File: src/rtl/ex_mem_stage_if.sv
// EX->MEM stage bundle: EX-side inputs, MEM-side outputs, flush and fetch redirect.
// Forwarding signals exist only when EXMEM_FWD_EN is defined.
interface ex_mem_stage_if #(
  parameter int DATA_WIDTH    = 32,
  parameter int OPCODE_LENGTH = 4,
  parameter int REG_ADDR_W    = 5
);
  logic                     ex_valid;
  logic                     ex_ready;
  logic [DATA_WIDTH-1:0]    ex_alu_result;
  logic [OPCODE_LENGTH-1:0] ex_operation;
  logic                     ex_is_branch;
  logic [DATA_WIDTH-1:0]    ex_branch_target;
  logic [DATA_WIDTH-1:0]    ex_store_data;
  logic [REG_ADDR_W-1:0]    ex_rd;
  logic                     ex_reg_write;
  logic                     ex_mem_read;
  logic                     ex_mem_write;
  logic                     flush;
  logic                     mem_valid;
  logic                     mem_ready;
  logic [DATA_WIDTH-1:0]    mem_alu_result;
  logic [DATA_WIDTH-1:0]    mem_store_data;
  logic [REG_ADDR_W-1:0]    mem_rd;
  logic                     mem_reg_write;
  logic                     mem_mem_read;
  logic                     mem_mem_write;
  logic                     pc_redirect;
  logic [DATA_WIDTH-1:0]    pc_target;
`ifdef EXMEM_FWD_EN
  logic                     fwd_valid;
  logic [REG_ADDR_W-1:0]    fwd_rd;
  logic [DATA_WIDTH-1:0]    fwd_data;
`endif

  modport slave (
    input  ex_valid, ex_alu_result, ex_operation, ex_is_branch, ex_branch_target,
           ex_store_data, ex_rd, ex_reg_write, ex_mem_read, ex_mem_write, flush, mem_ready,
    output ex_ready, mem_valid, mem_alu_result, mem_store_data, mem_rd, mem_reg_write,
           mem_mem_read, mem_mem_write, pc_redirect, pc_target
`ifdef EXMEM_FWD_EN
    , output fwd_valid, fwd_rd, fwd_data
`endif
  );

  modport master (
    output ex_valid, ex_alu_result, ex_operation, ex_is_branch, ex_branch_target,
           ex_store_data, ex_rd, ex_reg_write, ex_mem_read, ex_mem_write, flush, mem_ready,
    input  ex_ready, mem_valid, mem_alu_result, mem_store_data, mem_rd, mem_reg_write,
           mem_mem_read, mem_mem_write, pc_redirect, pc_target
`ifdef EXMEM_FWD_EN
    , input fwd_valid, fwd_rd, fwd_data
`endif
  );
endinterface

File: src/rtl/ex_mem_stage.sv
// EX->MEM pipeline stage: output register plus one skid entry, branch/jump redirect.
// Define EXMEM_FWD_EN to add combinational forwarding outputs from the output register.
module ex_mem_stage #(
  parameter int DATA_WIDTH    = 32,
  parameter int OPCODE_LENGTH = 4,
  parameter int REG_ADDR_W    = 5
) (
  input logic           clk,
  input logic           reset,
  ex_mem_stage_if.slave bus
);
  typedef struct packed {
    logic [DATA_WIDTH-1:0] aluResult;
    logic [DATA_WIDTH-1:0] storeData;
    logic [REG_ADDR_W-1:0] rd;
    logic                  regWrite;
    logic                  memRead;
    logic                  memWrite;
  } entry_t;

  entry_t                out_q, out_d, skid_q, skid_d, inEntry;
  logic                  outValid_q, outValid_d;
  logic                  skidValid_q, skidValid_d;
  logic                  redirect_q, redirect_d;
  logic [DATA_WIDTH-1:0] target_q, target_d;
  logic                  accept, taken;
  logic [DATA_WIDTH-1:0] branchTarget;

  assign accept  = bus.ex_valid && !skidValid_q;
  assign inEntry = '{aluResult: bus.ex_alu_result, storeData: bus.ex_store_data,
                     rd: bus.ex_rd, regWrite: bus.ex_reg_write,
                     memRead: bus.ex_mem_read, memWrite: bus.ex_mem_write};

  always_comb begin
    taken        = 1'b0;
    branchTarget = bus.ex_branch_target;
    if (bus.ex_is_branch) begin
      case (bus.ex_operation)
        4'b1000, 4'b1010, 4'b1011, 4'b1101: taken = bus.ex_alu_result[0];
        4'b1110: taken = 1'b1;
        4'b1111: begin
          taken        = 1'b1;
          branchTarget = {bus.ex_alu_result[DATA_WIDTH-1:1], 1'b0};
        end
        default: taken = 1'b0;
      endcase
    end
  end

  // The skid only ever fills while the output is held, and ex_ready is low while it is full,
  // so an accept never coincides with a valid skid entry.
  always_comb begin
    out_d       = out_q;
    skid_d      = skid_q;
    outValid_d  = outValid_q;
    skidValid_d = skidValid_q;
    redirect_d  = accept && taken;
    target_d    = (accept && taken) ? branchTarget : target_q;
    if (!outValid_q || bus.mem_ready) begin
      if (skidValid_q) begin
        out_d       = skid_q;
        outValid_d  = 1'b1;
        skidValid_d = 1'b0;
      end else if (accept) begin
        out_d      = inEntry;
        outValid_d = 1'b1;
      end else begin
        outValid_d = 1'b0;
      end
    end else if (accept) begin
      skid_d      = inEntry;
      skidValid_d = 1'b1;
    end
    if (bus.flush) begin
      outValid_d  = 1'b0;
      skidValid_d = 1'b0;
      redirect_d  = 1'b0;
      target_d    = target_q;
    end
  end

  always_ff @(posedge clk) begin
    if (!reset) begin
      out_q       <= '0;
      skid_q      <= '0;
      outValid_q  <= 1'b0;
      skidValid_q <= 1'b0;
      redirect_q  <= 1'b0;
      target_q    <= '0;
    end else begin
      out_q       <= out_d;
      skid_q      <= skid_d;
      outValid_q  <= outValid_d;
      skidValid_q <= skidValid_d;
      redirect_q  <= redirect_d;
      target_q    <= target_d;
    end
  end

  assign bus.ex_ready       = !skidValid_q;
  assign bus.mem_valid      = outValid_q;
  assign bus.mem_alu_result = out_q.aluResult;
  assign bus.mem_store_data = out_q.storeData;
  assign bus.mem_rd         = out_q.rd;
  assign bus.mem_reg_write  = outValid_q && out_q.regWrite;
  assign bus.mem_mem_read   = outValid_q && out_q.memRead;
  assign bus.mem_mem_write  = outValid_q && out_q.memWrite;
  assign bus.pc_redirect    = redirect_q;
  assign bus.pc_target      = target_q;

`ifdef EXMEM_FWD_EN
  // Loads are excluded: their data is not known until the memory stage returns it.
  assign bus.fwd_valid = outValid_q && out_q.regWrite && !out_q.memRead && (out_q.rd != '0);
  assign bus.fwd_rd    = out_q.rd;
  assign bus.fwd_data  = out_q.aluResult;
`endif
endmodule

File: src/flat_wrapper.sv
// flat-port wrapper written by rule: the top's interface ports become plain ports
module ex_mem_stage_flat 
#(
  parameter int DATA_WIDTH    = 32,
  parameter int OPCODE_LENGTH = 4,
  parameter int REG_ADDR_W    = 5
)
  (clk, reset, bus_ex_valid, bus_ex_alu_result, bus_ex_operation, bus_ex_is_branch, bus_ex_branch_target, bus_ex_store_data, bus_ex_rd, bus_ex_reg_write, bus_ex_mem_read, bus_ex_mem_write, bus_flush, bus_mem_ready, bus_ex_ready, bus_mem_valid, bus_mem_alu_result, bus_mem_store_data, bus_mem_rd, bus_mem_reg_write, bus_mem_mem_read, bus_mem_mem_write, bus_pc_redirect, bus_pc_target);
  ex_mem_stage_if #(.DATA_WIDTH(DATA_WIDTH), .OPCODE_LENGTH(OPCODE_LENGTH), .REG_ADDR_W(REG_ADDR_W)) bus_i ();
  input logic clk;
  input logic reset;
  input wire logic [$bits(bus_i.ex_valid)-1:0] bus_ex_valid;
  input wire logic [$bits(bus_i.ex_alu_result)-1:0] bus_ex_alu_result;
  input wire logic [$bits(bus_i.ex_operation)-1:0] bus_ex_operation;
  input wire logic [$bits(bus_i.ex_is_branch)-1:0] bus_ex_is_branch;
  input wire logic [$bits(bus_i.ex_branch_target)-1:0] bus_ex_branch_target;
  input wire logic [$bits(bus_i.ex_store_data)-1:0] bus_ex_store_data;
  input wire logic [$bits(bus_i.ex_rd)-1:0] bus_ex_rd;
  input wire logic [$bits(bus_i.ex_reg_write)-1:0] bus_ex_reg_write;
  input wire logic [$bits(bus_i.ex_mem_read)-1:0] bus_ex_mem_read;
  input wire logic [$bits(bus_i.ex_mem_write)-1:0] bus_ex_mem_write;
  input wire logic [$bits(bus_i.flush)-1:0] bus_flush;
  input wire logic [$bits(bus_i.mem_ready)-1:0] bus_mem_ready;
  output wire logic [$bits(bus_i.ex_ready)-1:0] bus_ex_ready;
  output wire logic [$bits(bus_i.mem_valid)-1:0] bus_mem_valid;
  output wire logic [$bits(bus_i.mem_alu_result)-1:0] bus_mem_alu_result;
  output wire logic [$bits(bus_i.mem_store_data)-1:0] bus_mem_store_data;
  output wire logic [$bits(bus_i.mem_rd)-1:0] bus_mem_rd;
  output wire logic [$bits(bus_i.mem_reg_write)-1:0] bus_mem_reg_write;
  output wire logic [$bits(bus_i.mem_mem_read)-1:0] bus_mem_mem_read;
  output wire logic [$bits(bus_i.mem_mem_write)-1:0] bus_mem_mem_write;
  output wire logic [$bits(bus_i.pc_redirect)-1:0] bus_pc_redirect;
  output wire logic [$bits(bus_i.pc_target)-1:0] bus_pc_target;
  assign bus_i.ex_valid = bus_ex_valid;
  assign bus_i.ex_alu_result = bus_ex_alu_result;
  assign bus_i.ex_operation = bus_ex_operation;
  assign bus_i.ex_is_branch = bus_ex_is_branch;
  assign bus_i.ex_branch_target = bus_ex_branch_target;
  assign bus_i.ex_store_data = bus_ex_store_data;
  assign bus_i.ex_rd = bus_ex_rd;
  assign bus_i.ex_reg_write = bus_ex_reg_write;
  assign bus_i.ex_mem_read = bus_ex_mem_read;
  assign bus_i.ex_mem_write = bus_ex_mem_write;
  assign bus_i.flush = bus_flush;
  assign bus_i.mem_ready = bus_mem_ready;
  assign bus_ex_ready = bus_i.ex_ready;
  assign bus_mem_valid = bus_i.mem_valid;
  assign bus_mem_alu_result = bus_i.mem_alu_result;
  assign bus_mem_store_data = bus_i.mem_store_data;
  assign bus_mem_rd = bus_i.mem_rd;
  assign bus_mem_reg_write = bus_i.mem_reg_write;
  assign bus_mem_mem_read = bus_i.mem_mem_read;
  assign bus_mem_mem_write = bus_i.mem_mem_write;
  assign bus_pc_redirect = bus_i.pc_redirect;
  assign bus_pc_target = bus_i.pc_target;
  ex_mem_stage #(.DATA_WIDTH(DATA_WIDTH), .OPCODE_LENGTH(OPCODE_LENGTH), .REG_ADDR_W(REG_ADDR_W)) u_core (.clk(clk), .reset(reset), .bus(bus_i));
endmodule
File: config.mk
export PLATFORM = sky130hd
export DESIGN_NAME = ex_mem_stage_flat
export DESIGN_NICKNAME = d
export VERILOG_FILES = /design/src/rtl/ex_mem_stage_if.sv /design/src/rtl/ex_mem_stage.sv /design/src/flat_wrapper.sv
export SDC_FILE = /design/constraint.sdc
export NUM_CORES = 1
export LEC_CHECK = 0
export CORE_ASPECT_RATIO = 0.6
export CORE_MARGIN = 2
export CORE_UTILIZATION = 45
export CTS_BUF_LIST = sky130_fd_sc_hd__clkbuf_4 sky130_fd_sc_hd__clkbuf_8
export DETAILED_ROUTE_END_ITERATION = 8
export GPL_ROUTABILITY_DRIVEN = 0
export GPL_TIMING_DRIVEN = 0
export PLACE_DENSITY = 0.79
export SLEW_MARGIN = 20
export SYNTH_ARGS = -nofsm -noshare
export SYNTH_HDL_FRONTEND = slang
export SYNTH_SLANG_ARGS = --single-unit
File: constraint.sdc
create_clock -name clk -period 1.2 [get_ports clk]
set_input_delay 0.24 -clock clk [delete_from_list [all_inputs] [get_ports clk]]
set_output_delay 0.24 -clock clk [all_outputs]
set_load 0.02 [all_outputs]
**After elaboration in Yosys (flattened, before gate mapping)**

Index checks and enable logic that the tools add are counted.

- Output and inout port bits: 107
- Bits in registers: 179
- Logic and storage cells: 49

- Muxes and demuxes: 8
- Bitwise operators: 3
- Reduce and logical (&&, ||, !) cells: 16
- Equality and inequality tests: 6

Operators by type and width:

| kind | count |
|---|---|
| $mux 72 | 2 |
| $mux 32 | 2 |
| $eq 4x4->1 const B | 6 |
| $reduce_and 2->1 | 3 |
| $logic_and 1x1->1 | 5 |
| $reduce_or 2->1 | 2 |
| $reduce_or 4->1 | 1 |
| $mux 1 | 3 |
| $not 1->1 | 3 |
| $reduce_or 3->1 | 1 |
| $logic_not 1->1 | 2 |
| $pmux 1 s2 | 1 |
| $reduce_bool 2->1 | 1 |
| $logic_or 1x1->1 | 1 |

**Depth between registers and ports, before layout**

- Depth in word-level cells: 6
- Gate-level depth with buffers: 7
- Depth with buffers taken out: 4

**Worst setup path before layout**

No wires, ideal clock.

- Kind: reg2reg
- Start point: register u_core.outValid_q (netlist: u_core.bus.mem_valid)
- End point: register u_core.skid_q[0] (netlist bit)
- Path buffers: 2
- Setup slack: -0.246 ns
- Stages on the path, launching flop included: 7
- Arrival: 1.370 ns
- Setup time: 0.076 ns
- Required time: 1.124 ns
- Path through: dfxtp_1 nor2b_1 and3_1 buf_2 buf_2 nand2_1 a21boi_0

- Word-level cells in the longest chain between the ends: 4

RTL lines:

| element | RTL line | text |
|---|---|---|
| start, declared | ex_mem_stage.sv:22 | `logic outValid_q, outValid_d;` |
| start signal, assigned | ex_mem_stage.sv:93 | `outValid_q <= outValid_d;` |
| $logic_not 1->1 | ex_mem_stage.sv:59 | `if (!outValid_q \|\| bus.mem_ready) begin` |
| $logic_or 1x1->1 | ex_mem_stage.sv:59 |  |
| $not 1->1 (no source line) | -- |  |
| $reduce_and 2->1 (no source line) | -- |  |
| end signal, assigned | ex_mem_stage.sv:92 | `skid_q <= skid_d;` |
| end, declared | ex_mem_stage.sv:21 | `entry_t out_q, out_d, skid_q, skid_d, inEntry;` |

No other way between the ends.
A chain may end at the register's enable or synchronous reset.

**Final worst setup path**

- Start point: register u_core.skidValid_q
- End point: register u_core.target_q[0] (netlist: u_core.bus.pc_target[0])

- Word-level cells in the longest chain between the ends: 4

RTL lines:

| element | RTL line | text |
|---|---|---|
| start, declared | ex_mem_stage.sv:23 | `logic skidValid_q, skidValid_d;` |
| start signal, assigned | ex_mem_stage.sv:94 | `skidValid_q <= skidValid_d;` |
| $logic_not 1->1 | ex_mem_stage.sv:29 | `assign accept = bus.ex_valid && !skidValid_q;` |
| $logic_and 1x1->1 | ex_mem_stage.sv:29 |  |
| $logic_and 1x1->1 | ex_mem_stage.sv:58 | `target_d = (accept && taken) ? branchTarget : target_q;` |
| $reduce_and 2->1 (no source line) | -- |  |
| end signal, assigned | ex_mem_stage.sv:96 | `target_q <= target_d;` |
| end, declared | ex_mem_stage.sv:25 | `logic [DATA_WIDTH-1:0] target_q, target_d;` |

No other way between the ends.

==> impl_metrics.ini <==
[pwr]
p_leak_uw = 0.00533
p_sw_uw = 3630
p_sw_share_pct = 28.4
pwr-share-comb_pct = 18.8
p_clk_share_pct = 31.2
p_seq_share_pct = 50.0
irDropWorstVdd_uv = 809
power.density_nw_per_um2 = 1100
internal_power_uw = 9150

[route]
drtIter0Drc = 419
detail-route-antenna-nets = 0
drt-total-wl_microns = 23300
dr.pass1.iters = 5
viasPerCell = 5.09
drc = 0
vias = 6927
wl_per_cell_microns = 17.1

[logic_synthesis]
synth_nets = 980
avgSynthCellArea_sq_um = 9.26
yosysSeqAreaShare_pct = 44.7
ys_warn_count = 0
ys_top_cells_by_area = dfxtp_1 45%, mux2i_1 13%, nand2_1 10%, o211a_1 9.0%, a21boi_0 6.7%
yosys.area.top_type = dfxtp_1
synthCells = 866
synth_top_area_share_pct = 44.7
synth.distinct_cells = 26
ys_seq_elements = 179
synth_area_sq_um = 8020

[cts]
hold_buffers = 0
cts_tree = yes
clk_pin_slew_ps = 110
numCtsBuffers = 17
ctsHtreeMaxLevel = 4
clk_latency_ps = 460
cts.sink_count = 179
cts_buffer_depth = 2
root_buffer = clkbuf_8

[sta]
fin_ws_ps = -312
rsz0062_at_grt = true
worst_pin_slew_ps = 668
slew_viol_final = 0
hold_violations = 0
skew_ps = 20.9
period_minus_slack_ps = 1510
post-route-period-util_pct = 126
relSlewSlack_pct = 55.5
finalSetupViolCount = 262
timing.fmax_mhz = 661

[global_route]
grt_pass1_vias = 6725
antenna_found_initial = 1
grt_max_degree = 18
overflow = 0
grt_pass1_wl_microns = 35900
grt_usage_pct = 24.3

[critical_path]
arrival_ps = 1890
cp_cell_sequence = nand4b_1 > buf_4 > nor4b_4 > buf_4 > buf_6 > mux2i_1
worstPathMaxFanout = 3
end_kind = flop
cp.required_ps = 1580
crit_top_cell = buf_4
cp_slowest_cell = dfxtp_2
max_stage_delay_ps = 350
critPathLaunchType = flop
worst-setup-path-type = flop to flop

[finish]
nNetsFinal = 1230
post-route-util_pct = 67.4
drive_gt1_share_pct = 30.9
area_delta_synth_final_pct = 45.2
final_cell_mix = 218 x nand2_1, 160 x buf_6, 112 x clkdlybuf4s50_1, 104 x mux2i_1, 96 x dfxtp_1
final_common_cell = nand2_1
fin_cells = 1362
antenna_cells = 0

[outcome]
failed_checks = setup timing
run_status = finished with violations

[die]
fp-row-count = 37
die-area_sq_um = 18900
fp.dieH_microns = 107
die_w_microns = 176
io_pins = 221
initial_core_util_pct = 46.4
core_area_sq_um = 17300

[place]
portBuffers = 219
dpl.hpwl_microns = 16600
dpl.cell_count = 1319

[flow_run]
maxCapViolations = 0

[min_path]
min_path_type = input port to flop
[final timing paths]
| check | start | slack, ps | to | depth (start not counted) |
|---|---|---|---|---|
| setup reg to reg | u_core.skidValid_q$_SDFFE_PP0P_ | -310 | u_core.bus.pc_target[0]$_SDFFE_PN0P_ | 6 |
| hold / removal | reset | 310 | u_core.bus.pc_target[25]$_SDFFE_PN0P_ | 4 |
| hold reg to reg | u_core.skid_q[49]$_SDFFE_PN0P_ | 460 | u_core.skid_q[49]$_SDFFE_PN0P_ | 2 |
| setup / recovery | u_core.skidValid_q$_SDFFE_PP0P_ | -310 | u_core.bus.pc_target[0]$_SDFFE_PN0P_ | 6 |
[metrics by stage]
| step | setup WS, ps | TNS, ps | power [uW] | area (sq um) | hold WS (ps) |
|---|---|---|---|---|---|
| CTS | -350 | -50340 | 12800 | 11600 | 282 |
| detailed placement | -1020 | -132430 | 8650 | 10600 | 456 |
| global placement | -948 | -132250 | 8630 | 10600 | 444 |
| global route | -427 | -64800 | 13300 | 11600 | 300 |
| finish | -312 | -46050 | 12800 | 11600 | 306 |
| floorplan | -134 | -12090 | 7570 | 8100 | 385 |
[state kept, by name, summed over array words and instances (netlist names), 3 cells and up]
signal / cells
u_core.skid_q: 72
u_core.bus.mem_alu_result: 32
u_core.bus.mem_store_data: 32
u_core.bus.pc_target: 32
u_core.bus.mem_rd: 5
u_core.out_q: 3
[power by group through the flow]
stage / sequential (uW) / clock, uW / combinational (uW)
floorplan: 6450 / 0 / 1120
global placement: 6450 / 0 / 2180
detailed placement: 6450 / 0 / 2200
CTS: 6390 / 4030 / 2400
global route: 6430 / 4300 / 2560
finish: 6400 / 3980 / 2400
[worst max-delay path: cells and delay by family (launching register included)]
kind	cells	cell delay, ps
buf+inv	3	470
mux	1	160
flops	1	350
simple gates	2	470
[cells in the mapped netlist]
cell       number
a21oi_1        33
nand4b_1        1
nand3_2         1
nor3_1          1
mux2i_1       104
buf_2          36
nor2_2          1
and3_1          1
dfxtp_1       179
nor4b_4         1
nor2_1          1
a21boi_0       72
inv_1           2
clkbuf_1       26
nand3_1         2
nand2b_1        2
and2_1          4
nand2_1       218
and3_2          1
buf_4          71
nor2b_1         1
o211a_1        72
a2111oi_4       1
clkbuf_2        3
xor2_1          1
o21ai_0        31
[cell type report]
type / instances / area (sq um)
Fill cell: 1383 / 5620
Sequential cell: 179 / 3690
Multi-Input combinational cell: 549 / 3640
Timing Repair Buffer: 240 / 2440
Buffer: 127 / 1200
Tap cell: 234 / 293
Clock buffer: 18 / 248
Clock inverter: 13 / 116
Inverter: 2 / 10.0
[per-layer routing]
layer  global-route usage (%)  vias up  routed length (microns)
li1                         -     3394                        -
met1                     34.9     3297                    11600
met2                     36.6      209                     9810
met3                     5.90       25                     1540
met4                     6.14        2                      310
met5                        0        -                       13
[kinds of logic after synthesis]
family / count (synthesis) / share of synthesized area (%)
and+or+nand+nor: 235 / 11.8
AOI/OAI and AO/OA: 209 / 20.1
DFF: 179 / 44.7
buffers and inverters: 138 / 10.4
muxes: 104 / 13.0
xor gates and xnor gates: 1 / 0.109
[what timing repair did]
item / 4_1_cts / 5_1_grt
pin swaps: 4 / 2
setup buffers: 18 / 0
gates cloned: 2 / 1
gates resized for setup: 720 / 46
endpoints found under the setup margin: 284 / 279
Note: power is estimated with default switching activity, not from simulation.
